## src/rtl/cpu_pkg.sv

```systemverilog
// Shared CPU definitions: datapath widths, ALU control encodings, operand-B
// select encodings and the ID/EX register record with its cleared (bubble) value.
package cpu_pkg;

  localparam int DATA_W     = 32;
  localparam int REG_ADDR_W = 5;
  localparam int CTRL_W     = 5;
  localparam int SHAMT_W    = 5;

  localparam logic [CTRL_W-1:0] ALU_ADD = 5'd0;
  localparam logic [CTRL_W-1:0] ALU_SUB = 5'd1;
  localparam logic [CTRL_W-1:0] ALU_AND = 5'd2;
  localparam logic [CTRL_W-1:0] ALU_OR  = 5'd3;
  localparam logic [CTRL_W-1:0] ALU_XOR = 5'd4;
  localparam logic [CTRL_W-1:0] ALU_NOR = 5'd5;
  localparam logic [CTRL_W-1:0] ALU_SLT = 5'd6;
  localparam logic [CTRL_W-1:0] ALU_SLL = 5'd7;
  localparam logic [CTRL_W-1:0] ALU_SRL = 5'd8;
  localparam logic [CTRL_W-1:0] ALU_SRA = 5'd9;

  typedef enum logic [1:0] {
    SRC_B_RT    = 2'd0,
    SRC_B_IMM   = 2'd1,
    SRC_B_SHAMT = 2'd2,
    SRC_B_RSVD  = 2'd3
  } src_b_sel_e;

  typedef struct packed {
    logic                  valid;
    logic [CTRL_W-1:0]     ctrl;
    logic [REG_ADDR_W-1:0] rd;
    logic [REG_ADDR_W-1:0] rs;
    logic [REG_ADDR_W-1:0] rt;
    logic [DATA_W-1:0]     rs_data;
    logic [DATA_W-1:0]     rt_data;
    logic [DATA_W-1:0]     imm;
    logic [SHAMT_W-1:0]    shamt;
    logic                  src_a_sel;
    src_b_sel_e            src_b_sel;
    logic                  reg_write;
    logic                  mem_read;
    logic                  mem_write;
  } id_ex_reg_t;

  // A bubble is an all-zero record: not valid, ADD, no writes, operands 0.
  localparam id_ex_reg_t BUBBLE = '0;

endpackage

```

## src/rtl/id_ex_operand_stage_if.sv

```systemverilog
// Bundle between ID, the forwarding sources and the ID/EX operand stage.
// master = upstream/hazard side, slave = the stage itself.
interface id_ex_operand_stage_if
  import cpu_pkg::*;
#(
  parameter int DW = DATA_W,
  parameter int AW = REG_ADDR_W,
  parameter int CW = CTRL_W
);
  logic          id_valid;
  logic [CW-1:0] id_alu_ctrl;
  logic [AW-1:0] id_rs;
  logic [AW-1:0] id_rt;
  logic [AW-1:0] id_rd;
  logic [DW-1:0] id_rs_data;
  logic [DW-1:0] id_rt_data;
  logic [DW-1:0] id_imm;
  logic [4:0]    id_shamt;
  logic          id_src_a_sel;
  logic [1:0]    id_src_b_sel;
  logic          id_reg_write;
  logic          id_mem_read;
  logic          id_mem_write;
  logic          stall;
  logic          flush;
  logic          exmem_reg_write;
  logic [AW-1:0] exmem_rd;
  logic [DW-1:0] exmem_result;
  logic          memwb_reg_write;
  logic [AW-1:0] memwb_rd;
  logic [DW-1:0] memwb_result;
  logic          ex_valid;
  logic [CW-1:0] ctrl;
  logic [DW-1:0] selected_A;
  logic [DW-1:0] selected_B;
  logic [AW-1:0] ex_rd;
  logic          ex_reg_write;
  logic          ex_mem_read;
  logic          ex_mem_write;
  logic [DW-1:0] ex_store_data;
  logic          load_use_stall;

  modport master (
    output id_valid, id_alu_ctrl, id_rs, id_rt, id_rd, id_rs_data, id_rt_data,
           id_imm, id_shamt, id_src_a_sel, id_src_b_sel, id_reg_write,
           id_mem_read, id_mem_write, stall, flush,
           exmem_reg_write, exmem_rd, exmem_result,
           memwb_reg_write, memwb_rd, memwb_result,
    input  ex_valid, ctrl, selected_A, selected_B, ex_rd, ex_reg_write,
           ex_mem_read, ex_mem_write, ex_store_data, load_use_stall
  );

  modport slave (
    input  id_valid, id_alu_ctrl, id_rs, id_rt, id_rd, id_rs_data, id_rt_data,
           id_imm, id_shamt, id_src_a_sel, id_src_b_sel, id_reg_write,
           id_mem_read, id_mem_write, stall, flush,
           exmem_reg_write, exmem_rd, exmem_result,
           memwb_reg_write, memwb_rd, memwb_result,
    output ex_valid, ctrl, selected_A, selected_B, ex_rd, ex_reg_write,
           ex_mem_read, ex_mem_write, ex_store_data, load_use_stall
  );
endinterface

```

## src/rtl/id_ex_operand_stage_fwd_mux.sv

```systemverilog
// Per-operand forwarding select: EX/MEM beats MEM/WB beats the value read at ID.
// Register 0 is hardwired, so it is never forwarded.
module fwd_mux #(
  parameter int DATA_W     = 32,
  parameter int REG_ADDR_W = 5
) (
  input  logic [REG_ADDR_W-1:0] idx,
  input  logic [DATA_W-1:0]     stored,
  input  logic                  exmem_reg_write,
  input  logic [REG_ADDR_W-1:0] exmem_rd,
  input  logic [DATA_W-1:0]     exmem_result,
  input  logic                  memwb_reg_write,
  input  logic [REG_ADDR_W-1:0] memwb_rd,
  input  logic [DATA_W-1:0]     memwb_result,
  output logic [DATA_W-1:0]     fwd
);

  always_comb begin
    // NOTE: assign a default first so every path writes fwd and no latch is inferred.
    fwd = stored;
    if (idx != '0) begin
      if (exmem_reg_write && exmem_rd == idx)
        fwd = exmem_result;
      else if (memwb_reg_write && memwb_rd == idx)
        fwd = memwb_result;
    end
  end

endmodule

```

## src/rtl/id_ex_operand_stage.sv

```systemverilog
// ID/EX pipeline register with combinational operand forwarding into the ALU.
// Optional macro LOAD_USE_DETECT_EN: detect load-use hazards here and self-insert bubbles.
module id_ex_operand_stage
  import cpu_pkg::*;
(
  input logic                   clk,
  input logic                   rst,
  id_ex_operand_stage_if.slave  bus
);

  id_ex_reg_t        q;
  id_ex_reg_t        d_load;
  logic              load_use;
  logic [DATA_W-1:0] fwd_rs;
  logic [DATA_W-1:0] fwd_rt;

  // Side-effecting control bits only survive for a real instruction.
  always_comb begin
    d_load           = BUBBLE;
    d_load.valid     = bus.id_valid;
    d_load.ctrl      = bus.id_alu_ctrl;
    d_load.rd        = bus.id_rd;
    d_load.rs        = bus.id_rs;
    d_load.rt        = bus.id_rt;
    d_load.rs_data   = bus.id_rs_data;
    d_load.rt_data   = bus.id_rt_data;
    d_load.imm       = bus.id_imm;
    d_load.shamt     = bus.id_shamt;
    d_load.src_a_sel = bus.id_src_a_sel;
    d_load.src_b_sel = src_b_sel_e'(bus.id_src_b_sel);
    d_load.reg_write = bus.id_valid & bus.id_reg_write;
    d_load.mem_read  = bus.id_valid & bus.id_mem_read;
    d_load.mem_write = bus.id_valid & bus.id_mem_write;
  end

`ifdef LOAD_USE_DETECT_EN
  // rt only matters when it is actually consumed: as operand B, store data or shifted source.
  assign load_use = bus.id_valid && q.valid && q.mem_read && (q.rd != '0) &&
                    ((q.rd == bus.id_rs) ||
                     ((q.rd == bus.id_rt) &&
                      ((bus.id_src_b_sel == 2'(SRC_B_RT)) || bus.id_mem_write || bus.id_src_a_sel)));
`else
  assign load_use = 1'b0;
`endif

  always_ff @(posedge clk) begin
    // NOTE: pipeline state uses non-blocking assignments so all registers update together.
    if (rst || bus.flush || load_use)
      q <= BUBBLE;
    else if (!bus.stall)
      q <= d_load;
  end

  fwd_mux #(.DATA_W(DATA_W), .REG_ADDR_W(REG_ADDR_W)) u_fwd_rs (
    .idx(q.rs), .stored(q.rs_data),
    .exmem_reg_write(bus.exmem_reg_write), .exmem_rd(bus.exmem_rd), .exmem_result(bus.exmem_result),
    .memwb_reg_write(bus.memwb_reg_write), .memwb_rd(bus.memwb_rd), .memwb_result(bus.memwb_result),
    .fwd(fwd_rs)
  );

  fwd_mux #(.DATA_W(DATA_W), .REG_ADDR_W(REG_ADDR_W)) u_fwd_rt (
    .idx(q.rt), .stored(q.rt_data),
    .exmem_reg_write(bus.exmem_reg_write), .exmem_rd(bus.exmem_rd), .exmem_result(bus.exmem_result),
    .memwb_reg_write(bus.memwb_reg_write), .memwb_rd(bus.memwb_rd), .memwb_result(bus.memwb_result),
    .fwd(fwd_rt)
  );

  always_comb begin
    bus.selected_A = q.src_a_sel ? fwd_rt : fwd_rs;
    bus.selected_B = '0;
    unique case (q.src_b_sel)
      SRC_B_RT:    bus.selected_B = fwd_rt;
      SRC_B_IMM:   bus.selected_B = q.imm;
      SRC_B_SHAMT: bus.selected_B = {{(DATA_W-SHAMT_W){1'b0}}, q.shamt};
      SRC_B_RSVD:  bus.selected_B = '0;
    endcase
  end

  assign bus.ex_valid       = q.valid;
  assign bus.ctrl           = q.ctrl;
  assign bus.ex_rd          = q.rd;
  assign bus.ex_reg_write   = q.reg_write;
  assign bus.ex_mem_read    = q.mem_read;
  assign bus.ex_mem_write   = q.mem_write;
  assign bus.ex_store_data  = fwd_rt;
  assign bus.load_use_stall = load_use;

endmodule

```

## src/flat_wrapper.sv

```systemverilog
// flat-port wrapper written by rule: the top's interface ports become plain ports
module id_ex_operand_stage_flat import cpu_pkg::*;
  (clk, rst, bus_id_valid, bus_id_alu_ctrl, bus_id_rs, bus_id_rt, bus_id_rd, bus_id_rs_data, bus_id_rt_data, bus_id_imm, bus_id_shamt, bus_id_src_a_sel, bus_id_src_b_sel, bus_id_reg_write, bus_id_mem_read, bus_id_mem_write, bus_stall, bus_flush, bus_exmem_reg_write, bus_exmem_rd, bus_exmem_result, bus_memwb_reg_write, bus_memwb_rd, bus_memwb_result, bus_ex_valid, bus_ctrl, bus_selected_A, bus_selected_B, bus_ex_rd, bus_ex_reg_write, bus_ex_mem_read, bus_ex_mem_write, bus_ex_store_data, bus_load_use_stall);
  id_ex_operand_stage_if bus_i ();
  input logic clk;
  input logic rst;
  input wire logic [$bits(bus_i.id_valid)-1:0] bus_id_valid;
  input wire logic [$bits(bus_i.id_alu_ctrl)-1:0] bus_id_alu_ctrl;
  input wire logic [$bits(bus_i.id_rs)-1:0] bus_id_rs;
  input wire logic [$bits(bus_i.id_rt)-1:0] bus_id_rt;
  input wire logic [$bits(bus_i.id_rd)-1:0] bus_id_rd;
  input wire logic [$bits(bus_i.id_rs_data)-1:0] bus_id_rs_data;
  input wire logic [$bits(bus_i.id_rt_data)-1:0] bus_id_rt_data;
  input wire logic [$bits(bus_i.id_imm)-1:0] bus_id_imm;
  input wire logic [$bits(bus_i.id_shamt)-1:0] bus_id_shamt;
  input wire logic [$bits(bus_i.id_src_a_sel)-1:0] bus_id_src_a_sel;
  input wire logic [$bits(bus_i.id_src_b_sel)-1:0] bus_id_src_b_sel;
  input wire logic [$bits(bus_i.id_reg_write)-1:0] bus_id_reg_write;
  input wire logic [$bits(bus_i.id_mem_read)-1:0] bus_id_mem_read;
  input wire logic [$bits(bus_i.id_mem_write)-1:0] bus_id_mem_write;
  input wire logic [$bits(bus_i.stall)-1:0] bus_stall;
  input wire logic [$bits(bus_i.flush)-1:0] bus_flush;
  input wire logic [$bits(bus_i.exmem_reg_write)-1:0] bus_exmem_reg_write;
  input wire logic [$bits(bus_i.exmem_rd)-1:0] bus_exmem_rd;
  input wire logic [$bits(bus_i.exmem_result)-1:0] bus_exmem_result;
  input wire logic [$bits(bus_i.memwb_reg_write)-1:0] bus_memwb_reg_write;
  input wire logic [$bits(bus_i.memwb_rd)-1:0] bus_memwb_rd;
  input wire logic [$bits(bus_i.memwb_result)-1:0] bus_memwb_result;
  output wire logic [$bits(bus_i.ex_valid)-1:0] bus_ex_valid;
  output wire logic [$bits(bus_i.ctrl)-1:0] bus_ctrl;
  output wire logic [$bits(bus_i.selected_A)-1:0] bus_selected_A;
  output wire logic [$bits(bus_i.selected_B)-1:0] bus_selected_B;
  output wire logic [$bits(bus_i.ex_rd)-1:0] bus_ex_rd;
  output wire logic [$bits(bus_i.ex_reg_write)-1:0] bus_ex_reg_write;
  output wire logic [$bits(bus_i.ex_mem_read)-1:0] bus_ex_mem_read;
  output wire logic [$bits(bus_i.ex_mem_write)-1:0] bus_ex_mem_write;
  output wire logic [$bits(bus_i.ex_store_data)-1:0] bus_ex_store_data;
  output wire logic [$bits(bus_i.load_use_stall)-1:0] bus_load_use_stall;
  assign bus_i.id_valid = bus_id_valid;
  assign bus_i.id_alu_ctrl = bus_id_alu_ctrl;
  assign bus_i.id_rs = bus_id_rs;
  assign bus_i.id_rt = bus_id_rt;
  assign bus_i.id_rd = bus_id_rd;
  assign bus_i.id_rs_data = bus_id_rs_data;
  assign bus_i.id_rt_data = bus_id_rt_data;
  assign bus_i.id_imm = bus_id_imm;
  assign bus_i.id_shamt = bus_id_shamt;
  assign bus_i.id_src_a_sel = bus_id_src_a_sel;
  assign bus_i.id_src_b_sel = bus_id_src_b_sel;
  assign bus_i.id_reg_write = bus_id_reg_write;
  assign bus_i.id_mem_read = bus_id_mem_read;
  assign bus_i.id_mem_write = bus_id_mem_write;
  assign bus_i.stall = bus_stall;
  assign bus_i.flush = bus_flush;
  assign bus_i.exmem_reg_write = bus_exmem_reg_write;
  assign bus_i.exmem_rd = bus_exmem_rd;
  assign bus_i.exmem_result = bus_exmem_result;
  assign bus_i.memwb_reg_write = bus_memwb_reg_write;
  assign bus_i.memwb_rd = bus_memwb_rd;
  assign bus_i.memwb_result = bus_memwb_result;
  assign bus_ex_valid = bus_i.ex_valid;
  assign bus_ctrl = bus_i.ctrl;
  assign bus_selected_A = bus_i.selected_A;
  assign bus_selected_B = bus_i.selected_B;
  assign bus_ex_rd = bus_i.ex_rd;
  assign bus_ex_reg_write = bus_i.ex_reg_write;
  assign bus_ex_mem_read = bus_i.ex_mem_read;
  assign bus_ex_mem_write = bus_i.ex_mem_write;
  assign bus_ex_store_data = bus_i.ex_store_data;
  assign bus_load_use_stall = bus_i.load_use_stall;
  id_ex_operand_stage u_core (.clk(clk), .rst(rst), .bus(bus_i));
endmodule
```

## config.mk

```make
export PLATFORM = sky130hd
export DESIGN_NAME = id_ex_operand_stage_flat
export DESIGN_NICKNAME = d
export VERILOG_FILES = /design/src/rtl/cpu_pkg.sv /design/src/rtl/id_ex_operand_stage_if.sv /design/src/rtl/id_ex_operand_stage_fwd_mux.sv /design/src/rtl/id_ex_operand_stage.sv /design/src/flat_wrapper.sv
export SDC_FILE = /design/constraint.sdc
export NUM_CORES = 1
export LEC_CHECK = 0
export CORE_UTILIZATION = 47
export DETAILED_ROUTE_END_ITERATION = 7
export MAX_ROUTING_LAYER = met4
export PLACE_DENSITY = 0.84
export SYNTH_ARGS = -nofsm -noshare
export SYNTH_HDL_FRONTEND = slang
export SYNTH_SLANG_ARGS = --single-unit
```

## constraint.sdc

```tcl
create_clock -name clk -period 4.2 [get_ports clk]
set_input_delay 0.84 -clock clk [delete_from_list [all_inputs] [get_ports clk]]
set_output_delay 0.84 -clock clk [all_outputs]
set_load 0.02 [all_outputs]
```

==> impl_metrics.tcl <==
set metrics [dict create \
    seq_area_frac_synth 0.330 \
    cts_tree "done" \
    synth_cell_types 43 \
    path_common_cell "clkdlybuf4s50_1" \
    grt-ovfl-total 0 \
    crit_family "buffers and inverters" \
    synthFlopType "dfxtp_1" \
    grt_antenna_before_repair 5 \
    cts_root_buf "clkbuf_16" \
    area_delta_synth_final_pct 54.3 \
    routed_wl_um 32800 \
    finalSetupViolations 1 \
    drive_above_1_share 0.0944 \
    fin_crit_ns 4.20 \
    numClockSinks 128 \
    finalMaxSlewViolations 0 \
    placed_area_um2 11400 \
    ir_worst_vdd_mv 0.274 \
    synth_commonest_cells "nor2_1 (181), dfxtp_1 (128), mux2i_1 (125)" \
    yosys.area.top_type "dfxtp_1" \
    clock_latency_ns 0.43 \
    fp.dieW_um 131 \
    post_drt_wl_per_cell_um 21.4 \
    global_route.usage.total 0.396 \
    start_kind "input port" \
    core_um2 16000 \
    clockBufferDepth 2 \
    ios 319 \
    power_mw 3.50 \
    grt_pass1_wl_um 48900 \
    rows 46 \
    fin_crit_sh 1.00 \
    cp_data_arrival_time_ns 3.36 \
    cpPeakStageDelay_ns 0.54 \
    critPathKind "input port to output port" \
    gp_congestion 0.936 \
    yosysTopAreaCellShare 0.330 \
    cap_violations 0 \
    hp-start "u_core.q[9]" \
    leakage_nw 5.59 \
    antenna_left 0 \
    clk_pin_slew_ns 0.06 \
    skew_ns 0 \
    synth_edf_count 0 \
    hp-class "flip-flop to flip-flop" \
    avgSynthCellArea_um2 7.74 \
    vias 9243 \
    first_iter_violations 975 \
    violations "setup timing" \
    die-area_um2 17100 \
    synth_fp_nets 1213 \
    syn_area_um2 7770 \
    timing.rr.start "u_core.q[4]" \
    synthMostInstantiatedCell "nor2_1" \
    synth_cells 1005 \
    holdWs_ns 0.495 \
    final_nets 1510 \
    drt_pre_antenna_iters 6 \
    cts-buffers-inserted 17 \
    tightest_slew_ns 0.834 \
    setup_ws_ns -0.0000366 \
    multi_input_area_um2 4740 \
    hpwl_um 23700 \
    final_area_um2 12000 \
    ys_warn_count 0 \
    worst-path-buf-inv 4 \
    grt_pass1_vias 8968 \
    power_density_nw_per_um2 292 \
    dp.cells 1499 \
    cp.required_ns 3.36 \
    relSlewSlack 0.444 \
    regArea_um2 2560 \
    clock.fmax_mhz 238 \
    chipHeight_um 131 \
    slowest_stage "clkdlybuf4s50_1" \
    path_max_fanout 5 \
    start_util 0.486 \
    cts.htree.levels 4 \
    vias_per_cell 6.02 \
    fin_cells 1535 \
    outcome "complete, but fails checks" \
    fin_setup_tns_ns -0.0000366 \
    synthTopCellsByArea "dfxtp_1 (33%), mux2i_1 (16%), nor2_1 (8.7%)" \
    drc 0 \
    grt_max_degree 67 \
    crit_start "bus_exmem_rd[0]" \
    end_kind "output port" \
    finalHoldViolations 0 \
    n_fill_cell 1245 \
    rsz0062_at_grt "true" \
    post_cts.repair.setup_buffers 0 \
    ctsHoldBuffers 0 \
    cp_cell_sequence "clkdlybuf4s50_1 > xnor2_1 > nand4_1 > a2bb2o_1 > nand2_1 > buf_4 > a21oi_2 > inv_1 > clkdlybuf4s50_1" \
    async_flop_share 0 \
    synth_seq_cells 128 \
    io_buffers 317 \
]
-- power by group --
group          leakage, nW  internal [mW]  switching, mW
registers             1.04           1.25         0.0376
logic                 4.28          0.382          0.378
clock network        0.268          0.838          0.614
-- state kept, by name, indices dropped and copies added (netlist names) --
register	flops
u_core.bus.ex_valid	1
u_core.bus.ex_rd	5
u_core.bus.ctrl	5
u_core.bus.ex_reg_write	1
u_core.bus.ex_mem_read	1
u_core.q	114
u_core.bus.ex_mem_write	1
-- cells by family after synthesis --
logic type,share of synthesized area
and+or+nand+nor,0.172
AOI/OAI and AO/OA,0.246
DFF,0.330
buffers and inverters,0.0715
muxes,0.161
xor gates and xnor gates,0.0191
other,0.000482
-- layout make-up --
class                   instances  area share
diodes                          5     0.00104
clock buffers                  18      0.0366
clock inverters                13      0.0111
inverters                      27     0.00845
multi-input cells             749       0.396
flip-flops and latches        128       0.214
well taps                     216      0.0225
repair buffers                379       0.311
-- worst reg2reg max path, stage by stage, from the launching register on --
cell and delay, ns:
dfxtp_1 0.38, buf_4 0.39, mux2i_1 0.14, nor2_1 0.11
-- per-stage QoR --
step                      worst slack (ns)   util
after detailed placement            -0.213  0.710
after global routing               -0.0100  0.750
final                           -0.0000366  0.750
after CTS                          0.00134  0.743
after floorplan                      0.904      -
after global placement              -0.183  0.710
-- per-layer routing --
layer	part of all wire	track usage	up-vias
li1	-	-	4152
met3	0.10	0.114	154
met4	0.066	0.270	0
met2	0.47	0.638	614
met1	0.36	0.422	4323
met5	0	-	-
-- path summary, 6_finish.rpt --
kind,depth (start not counted),to,slack (ns)
hold / removal,2,u_core.q[9],0.49
setup reg to reg,3,u_core.q[4],3.11
hold reg to reg,2,u_core.q[9],0.49
setup / recovery,9,bus_ex_store_data[2],-0.00004
-- cell usage in the layout (no fill, tap or decap), drive strengths merged, types with 23 or more instances in the layout --
cell           netlist  layout
clkdlybuf4s50        0     229
nor2               181     181
dfxtp              128     128
mux2i              125     125
a21oi               65      65
buf                 37      65
o21ai               56      56
dlygate4sd2          0      52
nand2               49      49
nor3                42      42
o22ai               32      32
o21a                31      31
inv                 27      31
dlymetal6s2s         0      27
a22oi               23      23
-- repair_timing --
action                                  in CTS  in global routing
pin swaps                                    1                  1
endpoints found under the setup margin      60                 42
gates resized for setup                     63                 43
(Power assumes the default switching activity.)
